===== config.mk =====
export PLATFORM = sky130hd
export DESIGN_NAME = timer_preset_bank_flat
export DESIGN_NICKNAME = d
export VERILOG_FILES = /design/src/rtl/timer_preset_bank_pkg.sv /design/src/rtl/timer_preset_bank_if.sv /design/src/rtl/timer_preset_bank_preset_field_counter.sv /design/src/rtl/timer_preset_bank.sv /design/src/flat_wrapper.sv
export SDC_FILE = /design/constraint.sdc
export NUM_CORES = 1
export LEC_CHECK = 0
export CAP_MARGIN = 20
export CORE_ASPECT_RATIO = 0.6
export CORE_MARGIN = 2
export CORE_UTILIZATION = 40
export DETAILED_ROUTE_END_ITERATION = 12
export DONT_BUFFER_PORTS = 1
export MAX_ROUTING_LAYER = met4
export PLACE_DENSITY = 0.5
export SYNTH_ARGS = -nofsm -noshare
export SYNTH_HDL_FRONTEND = slang
export SYNTH_HIERARCHICAL = 1
export SYNTH_SLANG_ARGS = --single-unit
export TNS_END_PERCENT = 30

===== constraint.sdc =====
create_clock -name clk -period 6.7 [get_ports clk]
set_clock_uncertainty 0.2 [all_clocks]
set_input_delay 1.34 -clock clk [delete_from_list [all_inputs] [get_ports clk]]
set_output_delay 1.34 -clock clk [all_outputs]
set_load 0.01 [all_outputs]

===== src/rtl/timer_preset_bank_pkg.sv =====
// -----------------------------------------------------------------------------
// timer_preset_bank_pkg
// Shared definitions for the preset bank: FSM state encoding, edit-field
// encoding, the bit widths of the hour/minute/second fields and small helpers
// used by the interface and the RTL.
// -----------------------------------------------------------------------------
package timer_preset_bank_pkg;

   // Settings FSM states
   typedef enum logic [1:0] {
      IDLE   = 2'd0,
      SEL_CH = 2'd1,
      EDIT   = 2'd2
   } state_e;

   // Field currently targeted by inc/dec
   typedef enum logic [1:0] {
      F_HOUR = 2'd0,
      F_MIN  = 2'd1,
      F_SEC  = 2'd2
   } field_e;

   localparam int HOUR_W = 5;
   localparam int MIN_W  = 6;
   localparam int SEC_W  = 6;

   // Channel index width: max(1, clog2(n))
   function automatic int chw(input int n);
      return (n > 2) ? $clog2(n) : 1;
   endfunction

   // Field rotation H -> M -> S -> H
   function automatic field_e next_field(input field_e f);
      field_e r;
      case (f)
         F_HOUR:  r = F_MIN;
         F_MIN:   r = F_SEC;
         default: r = F_HOUR;
      endcase
      return r;
   endfunction

endpackage


===== src/rtl/timer_preset_bank_if.sv =====
// -----------------------------------------------------------------------------
// timer_preset_bank_if
// Bundles the button pulses coming from the debounced front-end with the
// status, shadow and flat preset buses read by the mode controllers and the
// seven-segment driver.
//   master : button/enable driver (front-end or bench)
//   slave  : timer_preset_bank itself
// Flat preset buses place channel k at [W*k +: W].
// -----------------------------------------------------------------------------
interface timer_preset_bank_if
   import timer_preset_bank_pkg::*;
#(
   parameter int N_CH = 3
);
   localparam int CHW = chw(N_CH);

   logic                     enable;
   logic                     ch_next;
   logic                     field_next;
   logic                     inc;
   logic                     dec;
   logic                     confirm;
   logic                     cancel;
   logic                     init;

   logic                     in_settings_mode;
   logic                     in_edit;
   logic [CHW-1:0]           edit_ch;
   logic [1:0]               edit_field;
   logic [HOUR_W-1:0]        shadow_h;
   logic [MIN_W-1:0]         shadow_m;
   logic [SEC_W-1:0]         shadow_s;
   logic [HOUR_W*N_CH-1:0]   preset_hour;
   logic [MIN_W*N_CH-1:0]    preset_min;
   logic [SEC_W*N_CH-1:0]    preset_sec;
   logic                     commit_pulse;

   modport master (
      output enable, ch_next, field_next, inc, dec, confirm, cancel, init,
      input  in_settings_mode, in_edit, edit_ch, edit_field,
             shadow_h, shadow_m, shadow_s,
             preset_hour, preset_min, preset_sec, commit_pulse
   );

   modport slave (
      input  enable, ch_next, field_next, inc, dec, confirm, cancel, init,
      output in_settings_mode, in_edit, edit_ch, edit_field,
             shadow_h, shadow_m, shadow_s,
             preset_hour, preset_min, preset_sec, commit_pulse
   );

endinterface


===== src/rtl/timer_preset_bank_preset_field_counter.sv =====
// -----------------------------------------------------------------------------
// preset_field_counter
// Modulo up/down register for one time field (range 0..MAX).
//   clk, rst_n : clock, async active-low reset (value clears to 0)
//   load       : take load_val (wins over inc/dec)
//   load_val   : value to load
//   inc / dec  : +1 / -1 with wrap; both together hold the value
//   value      : registered field value
// -----------------------------------------------------------------------------
module preset_field_counter #(
   parameter int MAX = 59,
   parameter int W   = 6
) (
   input  logic         clk,
   input  logic         rst_n,
   input  logic         load,
   input  logic [W-1:0] load_val,
   input  logic         inc,
   input  logic         dec,
   output logic [W-1:0] value
);

   logic [W-1:0] val_q;
   logic [W-1:0] val_d;

   // Next value: load, wrap-around increment/decrement, or hold
   always_comb begin
      val_d = val_q;
      if (load) begin
         val_d = load_val;
      end else if (inc && !dec) begin
         val_d = (val_q == W'(MAX)) ? '0 : val_q + W'(1);
      end else if (dec && !inc) begin
         val_d = (val_q == '0) ? W'(MAX) : val_q - W'(1);
      end else begin
         val_d = val_q;
      end
   end

   // Field register
   always_ff @(posedge clk or negedge rst_n) begin
      if (!rst_n) begin
         val_q <= '0;
      end else begin
         val_q <= val_d;
      end
   end

   assign value = val_q;

endmodule


===== src/rtl/timer_preset_bank.sv =====
// -----------------------------------------------------------------------------
// timer_preset_bank
// Bank of N_CH hour:min:sec presets with a button-driven select/edit FSM.
// A shadow copy of the selected channel is edited and written back on
// confirm, or abandoned on cancel / enable drop / init.
//   clk, rst_n : clock, async active-low reset
//   bus        : timer_preset_bank_if slave (buttons in; status, shadow and
//                flat preset buses out, all registered)
// Per-cycle priority: init > enable low > cancel > confirm > field_next >
// inc/dec; in SEL_CH confirm takes precedence over ch_next.
// -----------------------------------------------------------------------------
module timer_preset_bank
   import timer_preset_bank_pkg::*;
#(
   parameter int N_CH     = 3,
   parameter int HOUR_MAX = 23,
   parameter int MIN_MAX  = 59,
   parameter int SEC_MAX  = 59,
   parameter int DEF_H    = 0,
   parameter int DEF_M    = 1,
   parameter int DEF_S    = 0
) (
   input  logic              clk,
   input  logic              rst_n,
   timer_preset_bank_if.slave bus
);

   localparam int CHW = chw(N_CH);

   state_e            state_q, state_d;
   logic              in_settings_q, in_settings_d;
   logic              in_edit_q, in_edit_d;
   logic [CHW-1:0]    edit_ch_q, edit_ch_d;
   field_e            edit_field_q, edit_field_d;
   logic              commit_pulse_q, commit_pulse_d;

   // Decoded single action for this cycle
   logic              act_sel_confirm;
   logic              act_ch_next;
   logic              act_cancel;
   logic              act_commit;
   logic              act_field_next;
   logic              act_incdec;

   logic [HOUR_W*N_CH-1:0] bank_h_flat;
   logic [MIN_W*N_CH-1:0]  bank_m_flat;
   logic [SEC_W*N_CH-1:0]  bank_s_flat;

   logic [HOUR_W-1:0] shadow_h;
   logic [MIN_W-1:0]  shadow_m;
   logic [SEC_W-1:0]  shadow_s;
   logic [HOUR_W-1:0] sel_h;
   logic [MIN_W-1:0]  sel_m;
   logic [SEC_W-1:0]  sel_s;

   // Pick the one action that wins this cycle
   always_comb begin
      act_sel_confirm = 1'b0;
      act_ch_next     = 1'b0;
      act_cancel      = 1'b0;
      act_commit      = 1'b0;
      act_field_next  = 1'b0;
      act_incdec      = 1'b0;
      if (bus.init || !bus.enable) begin
         act_sel_confirm = 1'b0;
      end else begin
         case (state_q)
            SEL_CH: begin
               if (bus.confirm) begin
                  act_sel_confirm = 1'b1;
               end else if (bus.ch_next) begin
                  act_ch_next = 1'b1;
               end else begin
                  act_ch_next = 1'b0;
               end
            end
            EDIT: begin
               if (bus.cancel) begin
                  act_cancel = 1'b1;
               end else if (bus.confirm) begin
                  act_commit = 1'b1;
               end else if (bus.field_next) begin
                  act_field_next = 1'b1;
               end else begin
                  act_incdec = 1'b1;
               end
            end
            default: begin
               act_sel_confirm = 1'b0;
            end
         endcase
      end
   end

   // FSM next-state logic
   always_comb begin
      state_d = state_q;
      if (bus.init) begin
         state_d = bus.enable ? SEL_CH : IDLE;
      end else if (!bus.enable) begin
         state_d = IDLE;
      end else begin
         case (state_q)
            IDLE:    state_d = SEL_CH;
            SEL_CH:  state_d = act_sel_confirm ? EDIT : SEL_CH;
            EDIT:    state_d = (act_cancel || act_commit) ? SEL_CH : EDIT;
            default: state_d = IDLE;
         endcase
      end
   end

   // FSM outputs, computed from the next state so they register in step
   always_comb begin
      in_settings_d = (state_d != IDLE);
      in_edit_d     = (state_d == EDIT);
   end

   // FSM state and status registers
   always_ff @(posedge clk or negedge rst_n) begin
      if (!rst_n) begin
         state_q       <= IDLE;
         in_settings_q <= 1'b0;
         in_edit_q     <= 1'b0;
      end else begin
         state_q       <= state_d;
         in_settings_q <= in_settings_d;
         in_edit_q     <= in_edit_d;
      end
   end

   // Channel select, field select and commit strobe
   always_comb begin
      edit_ch_d      = edit_ch_q;
      edit_field_d   = edit_field_q;
      commit_pulse_d = act_commit;
      if (act_ch_next) begin
         edit_ch_d = (edit_ch_q == CHW'(N_CH - 1)) ? '0 : edit_ch_q + CHW'(1);
      end else begin
         edit_ch_d = edit_ch_q;
      end
      if (act_sel_confirm) begin
         edit_field_d = F_HOUR;
      end else if (act_field_next) begin
         edit_field_d = next_field(edit_field_q);
      end else begin
         edit_field_d = edit_field_q;
      end
   end

   // Selection registers
   always_ff @(posedge clk or negedge rst_n) begin
      if (!rst_n) begin
         edit_ch_q      <= '0;
         edit_field_q   <= F_HOUR;
         commit_pulse_q <= 1'b0;
      end else begin
         edit_ch_q      <= edit_ch_d;
         edit_field_q   <= edit_field_d;
         commit_pulse_q <= commit_pulse_d;
      end
   end

   // Currently selected bank entry, source for the shadow load
   always_comb begin
      sel_h = bank_h_flat[edit_ch_q*HOUR_W +: HOUR_W];
      sel_m = bank_m_flat[edit_ch_q*MIN_W +: MIN_W];
      sel_s = bank_s_flat[edit_ch_q*SEC_W +: SEC_W];
   end

   preset_field_counter #(.MAX(HOUR_MAX), .W(HOUR_W)) u_shadow_h (
      .clk      (clk),
      .rst_n    (rst_n),
      .load     (act_sel_confirm),
      .load_val (sel_h),
      .inc      (act_incdec && (edit_field_q == F_HOUR) && bus.inc),
      .dec      (act_incdec && (edit_field_q == F_HOUR) && bus.dec),
      .value    (shadow_h)
   );

   preset_field_counter #(.MAX(MIN_MAX), .W(MIN_W)) u_shadow_m (
      .clk      (clk),
      .rst_n    (rst_n),
      .load     (act_sel_confirm),
      .load_val (sel_m),
      .inc      (act_incdec && (edit_field_q == F_MIN) && bus.inc),
      .dec      (act_incdec && (edit_field_q == F_MIN) && bus.dec),
      .value    (shadow_m)
   );

   preset_field_counter #(.MAX(SEC_MAX), .W(SEC_W)) u_shadow_s (
      .clk      (clk),
      .rst_n    (rst_n),
      .load     (act_sel_confirm),
      .load_val (sel_s),
      .inc      (act_incdec && (edit_field_q == F_SEC) && bus.inc),
      .dec      (act_incdec && (edit_field_q == F_SEC) && bus.dec),
      .value    (shadow_s)
   );

   for (genvar k = 0; k < N_CH; k++) begin : g_ch
      logic [HOUR_W-1:0] h_q, h_d;
      logic [MIN_W-1:0]  m_q, m_d;
      logic [SEC_W-1:0]  s_q, s_d;

      // Channel entry update: defaults on init, shadow on a commit to this channel
      always_comb begin
         if (bus.init) begin
            h_d = HOUR_W'(DEF_H);
            m_d = MIN_W'(DEF_M);
            s_d = SEC_W'(DEF_S);
         end else if (act_commit && (edit_ch_q == CHW'(k))) begin
            h_d = shadow_h;
            m_d = shadow_m;
            s_d = shadow_s;
         end else begin
            h_d = h_q;
            m_d = m_q;
            s_d = s_q;
         end
      end

      // Channel entry registers
      always_ff @(posedge clk or negedge rst_n) begin
         if (!rst_n) begin
            h_q <= HOUR_W'(DEF_H);
            m_q <= MIN_W'(DEF_M);
            s_q <= SEC_W'(DEF_S);
         end else begin
            h_q <= h_d;
            m_q <= m_d;
            s_q <= s_d;
         end
      end

      assign bank_h_flat[k*HOUR_W +: HOUR_W] = h_q;
      assign bank_m_flat[k*MIN_W +: MIN_W]   = m_q;
      assign bank_s_flat[k*SEC_W +: SEC_W]   = s_q;
   end

   assign bus.in_settings_mode = in_settings_q;
   assign bus.in_edit          = in_edit_q;
   assign bus.edit_ch          = edit_ch_q;
   assign bus.edit_field       = edit_field_q;
   assign bus.shadow_h         = shadow_h;
   assign bus.shadow_m         = shadow_m;
   assign bus.shadow_s         = shadow_s;
   assign bus.preset_hour      = bank_h_flat;
   assign bus.preset_min       = bank_m_flat;
   assign bus.preset_sec       = bank_s_flat;
   assign bus.commit_pulse     = commit_pulse_q;

endmodule


===== src/flat_wrapper.sv =====
// flat-port wrapper written by rule: the top's interface ports become plain ports
module timer_preset_bank_flat import timer_preset_bank_pkg::*;
#(
   parameter int N_CH     = 3,
   parameter int HOUR_MAX = 23,
   parameter int MIN_MAX  = 59,
   parameter int SEC_MAX  = 59,
   parameter int DEF_H    = 0,
   parameter int DEF_M    = 1,
   parameter int DEF_S    = 0
)
  (clk, rst_n, bus_enable, bus_ch_next, bus_field_next, bus_inc, bus_dec, bus_confirm, bus_cancel, bus_init, bus_in_settings_mode, bus_in_edit, bus_edit_ch, bus_edit_field, bus_shadow_h, bus_shadow_m, bus_shadow_s, bus_preset_hour, bus_preset_min, bus_preset_sec, bus_commit_pulse);
  timer_preset_bank_if #(.N_CH(N_CH)) bus_i ();
  input  logic clk;
  input  logic rst_n;
  input wire logic [$bits(bus_i.enable)-1:0] bus_enable;
  input wire logic [$bits(bus_i.ch_next)-1:0] bus_ch_next;
  input wire logic [$bits(bus_i.field_next)-1:0] bus_field_next;
  input wire logic [$bits(bus_i.inc)-1:0] bus_inc;
  input wire logic [$bits(bus_i.dec)-1:0] bus_dec;
  input wire logic [$bits(bus_i.confirm)-1:0] bus_confirm;
  input wire logic [$bits(bus_i.cancel)-1:0] bus_cancel;
  input wire logic [$bits(bus_i.init)-1:0] bus_init;
  output wire logic [$bits(bus_i.in_settings_mode)-1:0] bus_in_settings_mode;
  output wire logic [$bits(bus_i.in_edit)-1:0] bus_in_edit;
  output wire logic [$bits(bus_i.edit_ch)-1:0] bus_edit_ch;
  output wire logic [$bits(bus_i.edit_field)-1:0] bus_edit_field;
  output wire logic [$bits(bus_i.shadow_h)-1:0] bus_shadow_h;
  output wire logic [$bits(bus_i.shadow_m)-1:0] bus_shadow_m;
  output wire logic [$bits(bus_i.shadow_s)-1:0] bus_shadow_s;
  output wire logic [$bits(bus_i.preset_hour)-1:0] bus_preset_hour;
  output wire logic [$bits(bus_i.preset_min)-1:0] bus_preset_min;
  output wire logic [$bits(bus_i.preset_sec)-1:0] bus_preset_sec;
  output wire logic [$bits(bus_i.commit_pulse)-1:0] bus_commit_pulse;
  assign bus_i.enable = bus_enable;
  assign bus_i.ch_next = bus_ch_next;
  assign bus_i.field_next = bus_field_next;
  assign bus_i.inc = bus_inc;
  assign bus_i.dec = bus_dec;
  assign bus_i.confirm = bus_confirm;
  assign bus_i.cancel = bus_cancel;
  assign bus_i.init = bus_init;
  assign bus_in_settings_mode = bus_i.in_settings_mode;
  assign bus_in_edit = bus_i.in_edit;
  assign bus_edit_ch = bus_i.edit_ch;
  assign bus_edit_field = bus_i.edit_field;
  assign bus_shadow_h = bus_i.shadow_h;
  assign bus_shadow_m = bus_i.shadow_m;
  assign bus_shadow_s = bus_i.shadow_s;
  assign bus_preset_hour = bus_i.preset_hour;
  assign bus_preset_min = bus_i.preset_min;
  assign bus_preset_sec = bus_i.preset_sec;
  assign bus_commit_pulse = bus_i.commit_pulse;
  timer_preset_bank #(.N_CH(N_CH), .HOUR_MAX(HOUR_MAX), .MIN_MAX(MIN_MAX), .SEC_MAX(SEC_MAX), .DEF_H(DEF_H), .DEF_M(DEF_M), .DEF_S(DEF_S)) u_core (.clk(clk), .rst_n(rst_n), .bus(bus_i));
endmodule

==> results of run 1 <==
layer usage:
metal,up-vias,routed length (um)
met5,-,0
met4,0,115
met3,11,1790
met2,233,6650
met1,2259,7890
li1,2098,-
cell type report:
class / instances / area, um2
multi-input combinational: 441 / 2740
tap: 165 / 206
timing repair buffer: 8 / 60.1
clock buffer: 12 / 256
sequential: 77 / 1930
clock inverter: 4 / 47.5
inverter: 16 / 60.1
fill: 1198 / 6800
sequential cells by signal (all words and copies together), names as in the netlist:
name,count
u_core/bus.in_settings_mode,1
u_core/u_shadow_m/value,6
u_core/state_q,2
u_core/bus.edit_field,2
u_core/g_ch.h_q,15
u_core/g_ch.s_q,18
u_core/bus.edit_ch,2
u_core/u_shadow_h/value,5
u_core/u_shadow_s/value,6
u_core/bus.commit_pulse,1
u_core/bus.in_edit,1
u_core/g_ch.m_q,18
power by group through the flow:
stage                     Clock, mW  Sequential [mW]  Combinational [mW]
after floorplan                   0            0.534               0.238
after global placement            0            0.549               0.313
after detailed placement          0            0.549               0.314
after CTS                     0.516            0.540               0.315
after global routing          0.535            0.545               0.347
final                         0.510            0.541               0.323
through the flow:
stage / std cells / utilization (%) / area (um2)
global placement: 707 / 41.3 / 4990
detailed placement: 707 / 41.3 / 4990
global route: 723 / 43.8 / 5300
floorplan: 590 / - / 4990
finish: 723 / 43.8 / 5300
CTS: 723 / 43.8 / 5300
critical path, stage by stage:
cell	delay [ns]
nor4b_2	0.39
nand2_1	0.23
nor4b_2	0.89
and2b_1	0.34
nor2_1	0.09
a211o_1	0.29
o21ai_1	0.08
o21ai_1	0.08
placed cells by master, fill, tap and decap left out, drive strengths merged, types with 5 or more instances in the layout:
cell    count
o21ai      90
dfrtp      74
a21oi      64
nand2      47
nand3      40
nor2       27
nand4      24
mux2i      21
o31ai      18
inv        16
nand2b     16
clkbuf     12
nor3        9
buf         8
ha          8
and2b       6
nor2b       5
cell families (layout without fill, tap and decap cells):
kind of cell,count (synthesis),in the layout,synth area share (%)
AO/OA/AOI/OAI,203,203,23.6
AND/OR/NAND/NOR,202,202,22.7
flip-flops,77,77,38.7
buffers and inverters,72,40,7.35
multiplexers,25,25,5.12
adder cells (fa/ha/maj),8,8,2.01
XOR/XNOR,3,3,0.527
how the worst max path moves through the flow:
stage,endpoint,slack [ns],depth (start not counted),start
after global routing,u_core/u_shadow_s/value[2],2.76,8,bus_cancel
final,u_core/u_shadow_s/value[0],2.97,8,bus_cancel
after detailed placement,u_core/u_shadow_s/value[2],2.69,8,bus_cancel
after floorplan,u_core/u_shadow_s/value[4],3.03,10,bus_cancel
after CTS,u_core/u_shadow_s/value[0],3.06,8,bus_cancel
after global placement,u_core/u_shadow_s/value[2],2.80,8,bus_cancel
==> results.yml, run 1 <==
route:
  wl_per_cell_um: 22.7
  drt-total-wl_mm: 16.4
  postRouteAntennaNets: 0
  drc_errors: 0
  via_per_inst: 6.36
  vias: 4601
  drtIter0Drc: 550
  firstDrtPassIters: 5
synth:
  synth_area_leaders: "dfrtp_1, a21oi_1, o21ai_0"
  avgSynthCellArea_um2: 8.46
  seq_area_frac_synth_pct: 38.7
  synthesis.nets: 608
  synth.most_common_cell: "dfrtp_1"
  yosysWarnings: 6
  synth_top_area_share_pct: 37.1
  synthTopCellsByCount: "dfrtp_1, a21oi_1, o21ai_0"
  yosys_register_bits: 77
  synth_edf_count: 0
  synthArstFlopShare_pct: 100
  synth_area_um2: 4990
  synth_cells: 590
  synth_area_leader_cell: "dfrtp_1"
  ys.flop_type: "dfrtp_1"
  ys_types: 63
power:
  p_leak_nw: 1.94
  pwr-share-comb_pct: 23.5
  peakVddDrop_uv: 142
  switching_share_pct: 35.4
  net-switching-power_mw: 0.486
  total_power_mw: 1.37
  p_int_mw: 0.888
  pwr-share-clk_pct: 37.1
  seqPwrFrac_pct: 39.4
  powerDensity_nw_per_um2: 259
clock_network:
  clock-sinks: 77
  numCtsBuffers: 9
  cts_setup_buffers: 0
  htree_levels: 3
  clockRootBuffer: "clkbuf_16"
  cts_tree: "built"
  cts_resized: 0
  clock_latency_ns: 0.34
  hold_buffers: 0
  path_clk_slew_ns: 0.06
  cts_buffer_depth: 2
setup_path:
  crit_path_end_kind: "flop"
  critPathRequiredTime_ns: 6.71
  cp-start-kind: "input pin"
  worstReg2RegEnd: "u_core/u_shadow_s/value[0]"
  r2r_cells: 8
  worst_ep_arrival_time_ns: 3.74
  r2r_slack_ns: 3.43
  critPathKind: "input pin to flop"
  critPathMaxFanout: 13
  r2r-start: "u_core/state_q[0]"
placed_design:
  portBuffers: 0
  gp_congestion: 0.902
  dp_hpwl_mm: 10.2
  pre_cts_slack_ns: 2.69
floorplan:
  fp.dieH_um: 90.5
  ios: 85
  initial_core_util_pct: 41.2
  dieArea_um2: 13400
  dieWidth_um: 148
  core_area_um2: 12100
  rows: 31
grt:
  grt.met1_usage_pct: 38.3
  grt_pass1_vias: 4285
  grt_antenna_before_repair: 0
  grt_usage_pct: 25.6
  use_met3_pct: 8.64
  grt_max_degree: 78
  grt-ovfl-total: 0
  grt_pass1_wl_mm: 26.0
  grt_busiest_layer: "met1"
  grtUsageMet2_pct: 33.6
layout:
  antenna_cells: 0
  area.growth.synth_to_final_pct: 6.19
  drive_gt1_share_pct: 9.86
  layout.nets: 571
timing:
  rsz0062_at_grt: "no"
  finalCritPeriodShare_pct: 55.6
  hold_viol: 0
  worst_pin_slew_ns: 1.08
  fin_ws_ns: 2.97
  whs_ns: 0.331
  setup_violations: 0
  tns_ns: 0
  fmaxAchievable_mhz: 268
  layout_min_cycle_time_ns: 3.73
  slew_viol_final: 0
  relSlewSlack_pct: 28.1
hold_path:
  holdPathEnd: "u_core/g_ch[0].m_q[0]"
  min_path_cells: 2
  min_from: "u_core/g_ch[0].m_q[0]"
  hp-class: "flop to flop"
run:
  drv_cap: 0
outcome:
  status: "finished clean"
Power figures use the tool's default switching activity.
==> run 2, diff against run 1 <==
--- a/config.mk
+++ b/config.mk
@@ -12,7 +12,7 @@
 export DETAILED_ROUTE_END_ITERATION = 12
 export DONT_BUFFER_PORTS = 1
 export MAX_ROUTING_LAYER = met4
-export PLACE_DENSITY = 0.5
+export PLACE_DENSITY = 0.52
 export SYNTH_ARGS = -nofsm -noshare
 export SYNTH_HDL_FRONTEND = slang
 export SYNTH_HIERARCHICAL = 1
==> constraint.sdc (replaced) <==
create_clock -name clk -period 3.2 [get_ports clk]
set_clock_uncertainty 0.2 [all_clocks]
set_input_delay 0.64 -clock clk [delete_from_list [all_inputs] [get_ports clk]]
set_output_delay 0.64 -clock clk [all_outputs]
set_load 0.01 [all_outputs]
==> results.yml, run 2 (same netlist as run 1, synthesis figures left out) <==
clock_network:
  clock-sinks: 77
  path_clk_slew_ns: 0.06
  numCtsBuffers: 9
  cts_resized: 0
  cts_setup_buffers: 0
  cts_tree: "built"
  cts_buffer_depth: 2
  htree_levels: 3
  hold_buffers: 1
  clock_latency_ns: 0.33
  clockRootBuffer: "clkbuf_16"
setup_path:
  path_buf_inv: 1
  critPathMaxFanout: 8
  worst_ep_arrival_time_ns: 3.03
  crit_path_cell_trace: "nor4b_2 > nand2_1 > nor4_1 > buf_4 > nor2b_1 > a21oi_1 > xor2_1 > o21ai_1"
  critPathKind: "flop to flop"
  cp-start-kind: "flop"
  worstSetupStartpoint: "u_core/state_q[0]"
  crit_family: "simple AND/OR/NAND/NOR gates"
  crit_path_end_kind: "flop"
  r2r_slack_ns: 0.22
  max_stage_delay_ns: 0.49
  slowest_stage: "nor4b_2"
  r2r-start: "u_core/state_q[0]"
  critPathRequiredTime_ns: 3.25
timing:
  hold_viol: 3
  slew_viol_final: 0
  tns_ns: 0
  fmaxAchievable_mhz: 336
  worst_pin_slew_ns: 1.09
  whs_ns: -0.0115
  relSlewSlack_pct: 27.3
  layout_min_cycle_time_ns: 2.98
  setup_violations: 0
  finalCritPeriodShare_pct: 93.1
  rsz0062_at_grt: "no"
  fin_ws_ns: 0.222
route:
  drt-total-wl_mm: 16.8
  wl_per_cell_um: 22.8
  drc_errors: 0
  postRouteAntennaNets: 0
  via_per_inst: 6.46
  vias: 4764
  firstDrtPassIters: 5
  drtIter0Drc: 442
grt:
  grt_max_degree: 78
  grt-ovfl-total: 0
  grt_antenna_before_repair: 0
  grt_pass1_vias: 4445
  grt_pass1_wl_mm: 26.4
  grt_usage_pct: 25.9
placed_design:
  pre_cts_slack_ns: 0.165
  dpl_cell_area_um2: 5110
  portBuffers: 0
  dp_hpwl_mm: 11.1
  gp_congestion: 0.903
floorplan:
  core_area_um2: 12100
  rows: 31
  dieWidth_um: 148
  initial_core_util_pct: 41.2
  fp.dieH_um: 90.5
  ios: 85
  dieArea_um2: 13400
hold_path:
  hp-class: "input pin to async pin"
layout:
  antenna_cells: 0
  layout_commonest_cell: "dfrtp_1"
  layout.nets: 586
  drive_gt1_share_pct: 11.9
  largest_registers: "u_core/g_ch.m_q x18, u_core/g_ch.s_q x18, u_core/g_ch.h_q x15"
  stdcell_area_um2: 5440
  layout_common_cells: "dfrtp_1, o21ai_0, a21oi_1"
  area.growth.synth_to_final_pct: 8.98
power:
  peakVddDrop_uv: 315
  p_leak_nw: 2.03
  total_power_mw: 2.90
  powerDensity_nw_per_um2: 533
run:
  drv_cap: 0
outcome:
  violations: "negative hold slack"
  status: "finished with violations"
[run 2: cell count changes in the layout (fill, tap and decap cells not counted), sizes merged]
cell      previous run  this run
inv                 16        17
clkinvlp             1         0
buf                  8        23
clkinv               2         1
[run 2: report_power, final]
| part | internal (mW) | switching [mW] |
|---|---|---|
| Combinational | 0.222 | 0.458 |
| Sequential | 1.01 | 0.161 |
| Clock | 0.644 | 0.401 |
| Total | 1.88 | 1.02 |
[run 2: cell type report]
cell class / count / area (um2)
fill: 1218 / 6660
multi-input combinational: 441 / 2740
sequential: 77 / 1930
clock buffer: 12 / 256
tap: 165 / 206
timing repair buffer: 23 / 205
inverter: 16 / 60.1
clock inverter: 3 / 43.8
[run 2: layer usage]
metal	track usage [%]	wire length, um	vias to the layer above
li1	-	-	2121
met1	38.7	7890	2381
met2	34.5	7120	248
met3	7.32	1750	14
met4	5.48	76	0
met5	-	0	-
[run 2: path summary, 6_finish.rpt]
kind / to / cells past startpoint
min in group clk: u_core/g_ch[2].m_q[1] / 1
worst min register to register: u_core/g_ch[0].m_q[0] / 2
max in group asynchronous: u_core/g_ch[0].m_q[0] / 1
worst min-delay path: u_core/g_ch[0].s_q[1] / 1
worst max register to register: u_core/u_shadow_h/value[2] / 8
worst max-delay path: u_core/u_shadow_h/value[2] / 8
[run 2: per-stage QoR]
stage	utilization [%]	hold WS (ns)	std cells
2_1_floorplan	-	0.144	590
3_3_place_gp	42.2	0.146	721
3_5_place_dp	42.2	0.147	721
4_1_cts	44.9	0.0249	737
5_1_grt	44.9	0.0192	737
6_report	44.9	-0.0115	737
==> run 3, diff against run 2 <==
--- a/config.mk
+++ b/config.mk
@@ -5,10 +5,11 @@
 export SDC_FILE = /design/constraint.sdc
 export NUM_CORES = 1
 export LEC_CHECK = 0
-export CAP_MARGIN = 20
+export CAP_MARGIN = 5
 export CORE_ASPECT_RATIO = 0.6
 export CORE_MARGIN = 2
 export CORE_UTILIZATION = 40
+export CTS_CLUSTER_DIAMETER = 120
 export DETAILED_ROUTE_END_ITERATION = 12
 export DONT_BUFFER_PORTS = 1
 export MAX_ROUTING_LAYER = met4
==> results of run 3 <==
Same layout as run 2: the final DEF is identical, and so are final timing and power.
